==> src/rtl/hf_fir_sequencer.sv <==
// High-band FIR sequencer: steps the coefficient ROM in lock-step with the sample-queue
// read burst, runs the left/right signed MACs, then scales and saturates one sample per burst.
module hf_fir_sequencer #(
   parameter int NUM_TAPS = 1021,
   parameter int ADDR_W   = 10,
   parameter int ACC_W    = 42
) (
   input  logic              clk,
   input  logic              rst_n,
   input  logic              sequencing,
   input  logic [15:0]       lft_in,
   input  logic [15:0]       rght_in,
   input  logic [15:0]       coef,
   output logic [ADDR_W-1:0] coef_addr,
   output logic [15:0]       lft_out,
   output logic [15:0]       rght_out,
   output logic              smpl_vld,
   output logic              busy
);

   // state | meaning
   // IDLE  | waiting for a rising sequencing edge; coef_addr held at 0
   // MAC   | burst in progress, one tap issued per sequencing-high cycle
   // FLUSH | all taps issued, draining the multiply/accumulate pipeline
   // OUT   | scaled, saturated result presented; smpl_vld pulses
   typedef enum logic [1:0] {IDLE, MAC, FLUSH, OUT} state_t;

   localparam int CNT_W = ADDR_W + 1;
   localparam logic [CNT_W-1:0]  TAPS_C    = CNT_W'(NUM_TAPS);
   localparam logic [ADDR_W-1:0] LAST_ADDR = ADDR_W'(NUM_TAPS - 1);
   localparam logic signed [ACC_W-1:0] MAX_V = ACC_W'(32767);
   localparam logic signed [ACC_W-1:0] MIN_V = ACC_W'(-32768);

   state_t state, next_state;
   logic [CNT_W-1:0] tap_cnt;
   logic seq_d;
   logic start, issue, abort;
   logic v1, v2;
   logic signed [31:0] prod_l, prod_r;
   logic signed [ACC_W-1:0] acc_l, acc_r;

   function automatic logic [15:0] sat16(input logic signed [ACC_W-1:0] a);
      logic signed [ACC_W-1:0] s;
      s = a >>> 15;
      if (s > MAX_V)
         s = MAX_V;
      else if (s < MIN_V)
         s = MIN_V;
      return s[15:0];
   endfunction

   always_comb begin
      next_state = state;
      start      = 1'b0;
      issue      = 1'b0;
      abort      = 1'b0;
      case (state)
         IDLE: begin
            if (sequencing && !seq_d) begin
               start      = 1'b1;
               issue      = 1'b1;
               next_state = MAC;
            end
         end
         MAC: begin
            if (sequencing) begin
               issue = (tap_cnt < TAPS_C);
            end else if (tap_cnt >= TAPS_C) begin
               next_state = FLUSH;
            end else begin
               abort      = 1'b1;
               next_state = IDLE;
            end
         end
         FLUSH: begin
            if (!v1 && !v2)
               next_state = OUT;
         end
         OUT: next_state = IDLE;
         default: next_state = IDLE;
      endcase
   end

   always_comb begin
      coef_addr = '0;
      if (state != IDLE)
         coef_addr = (tap_cnt >= TAPS_C) ? LAST_ADDR : tap_cnt[ADDR_W-1:0];
   end

   // busy covers the burst-start cycle, which is still spent in IDLE
   assign busy     = (state != IDLE) || start;
   assign smpl_vld = (state == OUT);

   always_ff @(posedge clk or negedge rst_n) begin
      if (!rst_n) begin
         state   <= IDLE;
         seq_d   <= 1'b0;
         tap_cnt <= '0;
      end else begin
         state <= next_state;
         seq_d <= sequencing;
         if (next_state == IDLE)
            tap_cnt <= '0;
         else if (issue)
            tap_cnt <= tap_cnt + 1'b1;
      end
   end

   // v1: ROM word and samples for a tap are valid; v2: its products are registered
   always_ff @(posedge clk or negedge rst_n) begin
      if (!rst_n) begin
         v1     <= 1'b0;
         v2     <= 1'b0;
         prod_l <= '0;
         prod_r <= '0;
         acc_l  <= '0;
         acc_r  <= '0;
      end else begin
         v1 <= issue;
         v2 <= v1 && !abort;
         if (v1) begin
            prod_l <= $signed(coef) * $signed(lft_in);
            prod_r <= $signed(coef) * $signed(rght_in);
         end
         if (start) begin
            acc_l <= '0;
            acc_r <= '0;
         end else if (v2 && !abort) begin
            acc_l <= acc_l + ACC_W'(prod_l);
            acc_r <= acc_r + ACC_W'(prod_r);
         end
      end
   end

   always_ff @(posedge clk or negedge rst_n) begin
      if (!rst_n) begin
         lft_out  <= '0;
         rght_out <= '0;
      end else if (state == FLUSH && next_state == OUT) begin
         lft_out  <= sat16(acc_l);
         rght_out <= sat16(acc_r);
      end
   end

endmodule

==> config.mk <==
export PLATFORM = sky130hd
export DESIGN_NAME = hf_fir_sequencer
export DESIGN_NICKNAME = d
export VERILOG_FILES = /design/src/rtl/hf_fir_sequencer.sv
export SDC_FILE = /design/constraint.sdc
export NUM_CORES = 2
export LEC_CHECK = 0
export CAP_MARGIN = 30
export CORE_MARGIN = 5
export CORE_UTILIZATION = 42
export DETAILED_ROUTE_END_ITERATION = 10
export GPL_TIMING_DRIVEN = 0
export SYNTH_ARGS = -nofsm -noshare
export SYNTH_HDL_FRONTEND = slang
export SYNTH_SLANG_ARGS = --single-unit
==> constraint.sdc <==
create_clock -name clk -period 3.3 [get_ports clk]
set_input_delay 0.495 -clock clk [delete_from_list [all_inputs] [get_ports clk]]
set_output_delay 0.495 -clock clk [all_outputs]
set_load 0.03 [all_outputs]
==> flow_metrics.tcl <==
set metrics [dict create \
    cts_hold_buf 0 \
    ioPinCount 95 \
    antenna_found_initial 5 \
    drive_gt1_frac 0.184 \
    critPathKind "input pin to flip-flop" \
    syn2layout_area_growth_pct 21.7 \
    numCtsBuffers 17 \
    die_width_um 283 \
    arrival_ns 6.48 \
    worst_setup_path_end_kind "flip-flop" \
    grt_max_degree 105 \
    synth_edf_count 0 \
    syn_nets 4260 \
    rr_worst_depth 14 \
    drtPass1Iterations 5 \
    tightest_slew_ns 1.06 \
    drt_iter0_markers 1398 \
    synth_area_leaders "fa_1 (34%), dfrtp_1 (16%), ha_1 (9.9%)" \
    outcome "finished, violations left" \
    final-hold-violation-count 0 \
    setup_ws_ns -2.83 \
    fin_crit_sh 1.86 \
    crit_path_max_fanout 5 \
    ys_ff_latch 196 \
    num_vias 24300 \
    routedWlPerCell_um 19.7 \
    synth_cell_types 76 \
    detail-route-antenna-nets 0 \
    fin_tns_setup_ns -108.98 \
    fin_util 0.514 \
    clock_skew_ns 0.0192 \
    setup_viol 54 \
    worstPathRequired_ns 3.65 \
    cts_tree "yes" \
    synth_largest_area_cell "fa_1" \
    grt_overflow_total 0 \
    design.core.area_um2 74200 \
    syn-cell-area_um2 31400 \
    post-synth-top-count-cell "inv_1" \
    max_freq_ghz 0.163 \
    yosysTopAreaCellShare 0.336 \
    yosysSeqAreaShare 0.156 \
    cts_sinks 196 \
    min_period_ns 6.13 \
    rsz0062_at_grt "true" \
    nets 4501 \
    async_flop_share 1.00 \
    drv_cap 0 \
    rrSetupSlack_ns 0.03 \
    synth_area_per_cell_um2 9.13 \
    grt_use_total 0.229 \
    hp-class "input pin to asynchronous set/reset pin" \
    die_h_um 283 \
    dieArea_um2 80300 \
    timing.rr.start "acc_r[0]" \
    yosysWarnings 0 \
    violations "negative setup slack" \
    final_cells 4661 \
    dpl.hpwl_um 73000 \
    start_util 0.423 \
    grt_pass1_wl_um 146000 \
    clock_latency_ns 0.47 \
    h-tree-depth 4 \
    grt_pass1_vias 25500 \
    clk_pin_slew_ns 0.09 \
    clock-root-buffer "clkbuf_16" \
    port_buffers 94 \
    maxSlewHeadroom 0.293 \
    placementRows 100 \
    routed_wl_um 91800 \
    yosys-top-cells-count "inv_1 (625), fa_1 (526), nand2_1 (391)" \
    rr_endpoint "acc_r[38]" \
    synthCells 3435 \
    drt-vias-per-instance 5.22 \
    drcViolationCount 0 \
    startpoint_type "input pin" \
    gp_congestion 0.930 \
    drv_slew 0 \
    dpl.cell_count 4501 \
    synth_ff_type "dfrtp_1" \
    cts_max_path_buffers 2 \
]
## layout make-up
cell class	instances	area, um2
Fill cell	6787	36000
Multi-Input combinational cell	2488	25600
Sequential cell	196	4900
Inverter	625	2350
Timing Repair Buffer	223	2110
Buffer	125	1390
Tap cell	969	1210
Clock buffer	18	439
Clock inverter	14	183
Antenna cell	3	7.51
## critical path, cell delays in order
cell       delay, ns
buf_4           0.14
clkbuf_16       0.15
buf_4           0.14
nand2_1         0.07
fa_1            0.48
inv_1           0.05
fa_1            0.48
fa_1            0.58
fa_1            0.47
fa_1            0.57
inv_1           0.05
fa_1            0.51
inv_2           0.06
ha_4            0.27
inv_2           0.04
or3_4           0.36
o211ai_1        0.27
nand2_2         0.14
nor3b_4         0.30
o31ai_4         0.13
a31oi_4         0.29
xnor2_4         0.15
mux2_4          0.28
## sequential cells by signal, indices dropped and copies added (netlist names)
name	count
rght_out	16
prod_r	32
prod_l	32
acc_l	42
state	2
acc_r	42
v1	1
lft_out	16
seq_d	1
v2	1
tap_cnt	11
## per-layer routing
layer  global-route usage  vias up  wire length (um)
met3               0.0416      152              4840
met4               0.0674        4              3280
met2                0.381      607             43200
li1                     -    11400                 -
met5                    0        -                26
met1                0.307    12200             40400
## per-stage QoR
| stage | worst slack, ns | hold WS [ns] | instance area (um2) |
|---|---|---|---|
| after floorplan | -2.61 | 0.199 | 32600 |
| after global placement | -6.94 | 0.463 | 34700 |
| after detailed placement | -4.58 | 0.470 | 34800 |
| after CTS | -2.87 | 0.106 | 36900 |
| after global routing | -2.99 | 0.142 | 38200 |
| final | -2.83 | 0.0686 | 38200 |
## repair_timing
| action | CTS | global route |
|---|---|---|
| gates cloned | 3 | 0 |
| setup endpoints to repair | 91 | 142 |
| gates resized for setup | 460 | 231 |
| pin swaps | 104 | 149 |
| buffers inserted | 74 | 50 |
## worst max-delay path by stage
stage	start	end	depth (start not counted)
after floorplan	coef[10]	prod_r[31]	23
after global placement	rst_n	prod_r[30]	1
after detailed placement	coef[11]	prod_r[31]	23
after CTS	coef[10]	prod_r[31]	24
after global routing	coef[6]	prod_r[31]	24
final	coef[7]	prod_r[31]	23
## layout by cell type (no fill, tap or decap), types with 15 or more instances in the layout
cell / n
o21ai_1: 15
o21bai_1: 17
dfrtp_1: 196
clkbuf_16: 35
a21o_1: 61
and2_1: 224
nand4_1: 21
inv_1: 579
buf_2: 20
nand2_1: 376
fa_2: 37
mux2_4: 29
xor2_1: 43
clkbuf_8: 39
and2_4: 36
a21oi_1: 94
xnor2_1: 65
buf_4: 96
clkdlybuf4s50_1: 47
mux2_2: 15
ha_1: 194
or3_1: 18
o21ai_0: 132
fa_1: 489
buf_6: 48
clkbuf_1: 35
a21oi_2: 21
nor2_1: 142
nand2b_1: 33
nor3_1: 29
nand3_1: 37
ha_4: 45
inv_2: 43
## cells by family after synthesis
group                    share of synthesized area
AND/OR/NAND/NOR                              0.157
adder cells (fa/ha/maj)                      0.435
buffers and inverters                       0.0900
AO/OA/AOI/OAI                                0.110
flip-flops                                   0.156
XOR/XNOR                                    0.0349
multiplexers                                0.0171
Power is not shown: default switching activity piles up to over one toggle a cycle in this logic, so the estimate is an artifact.
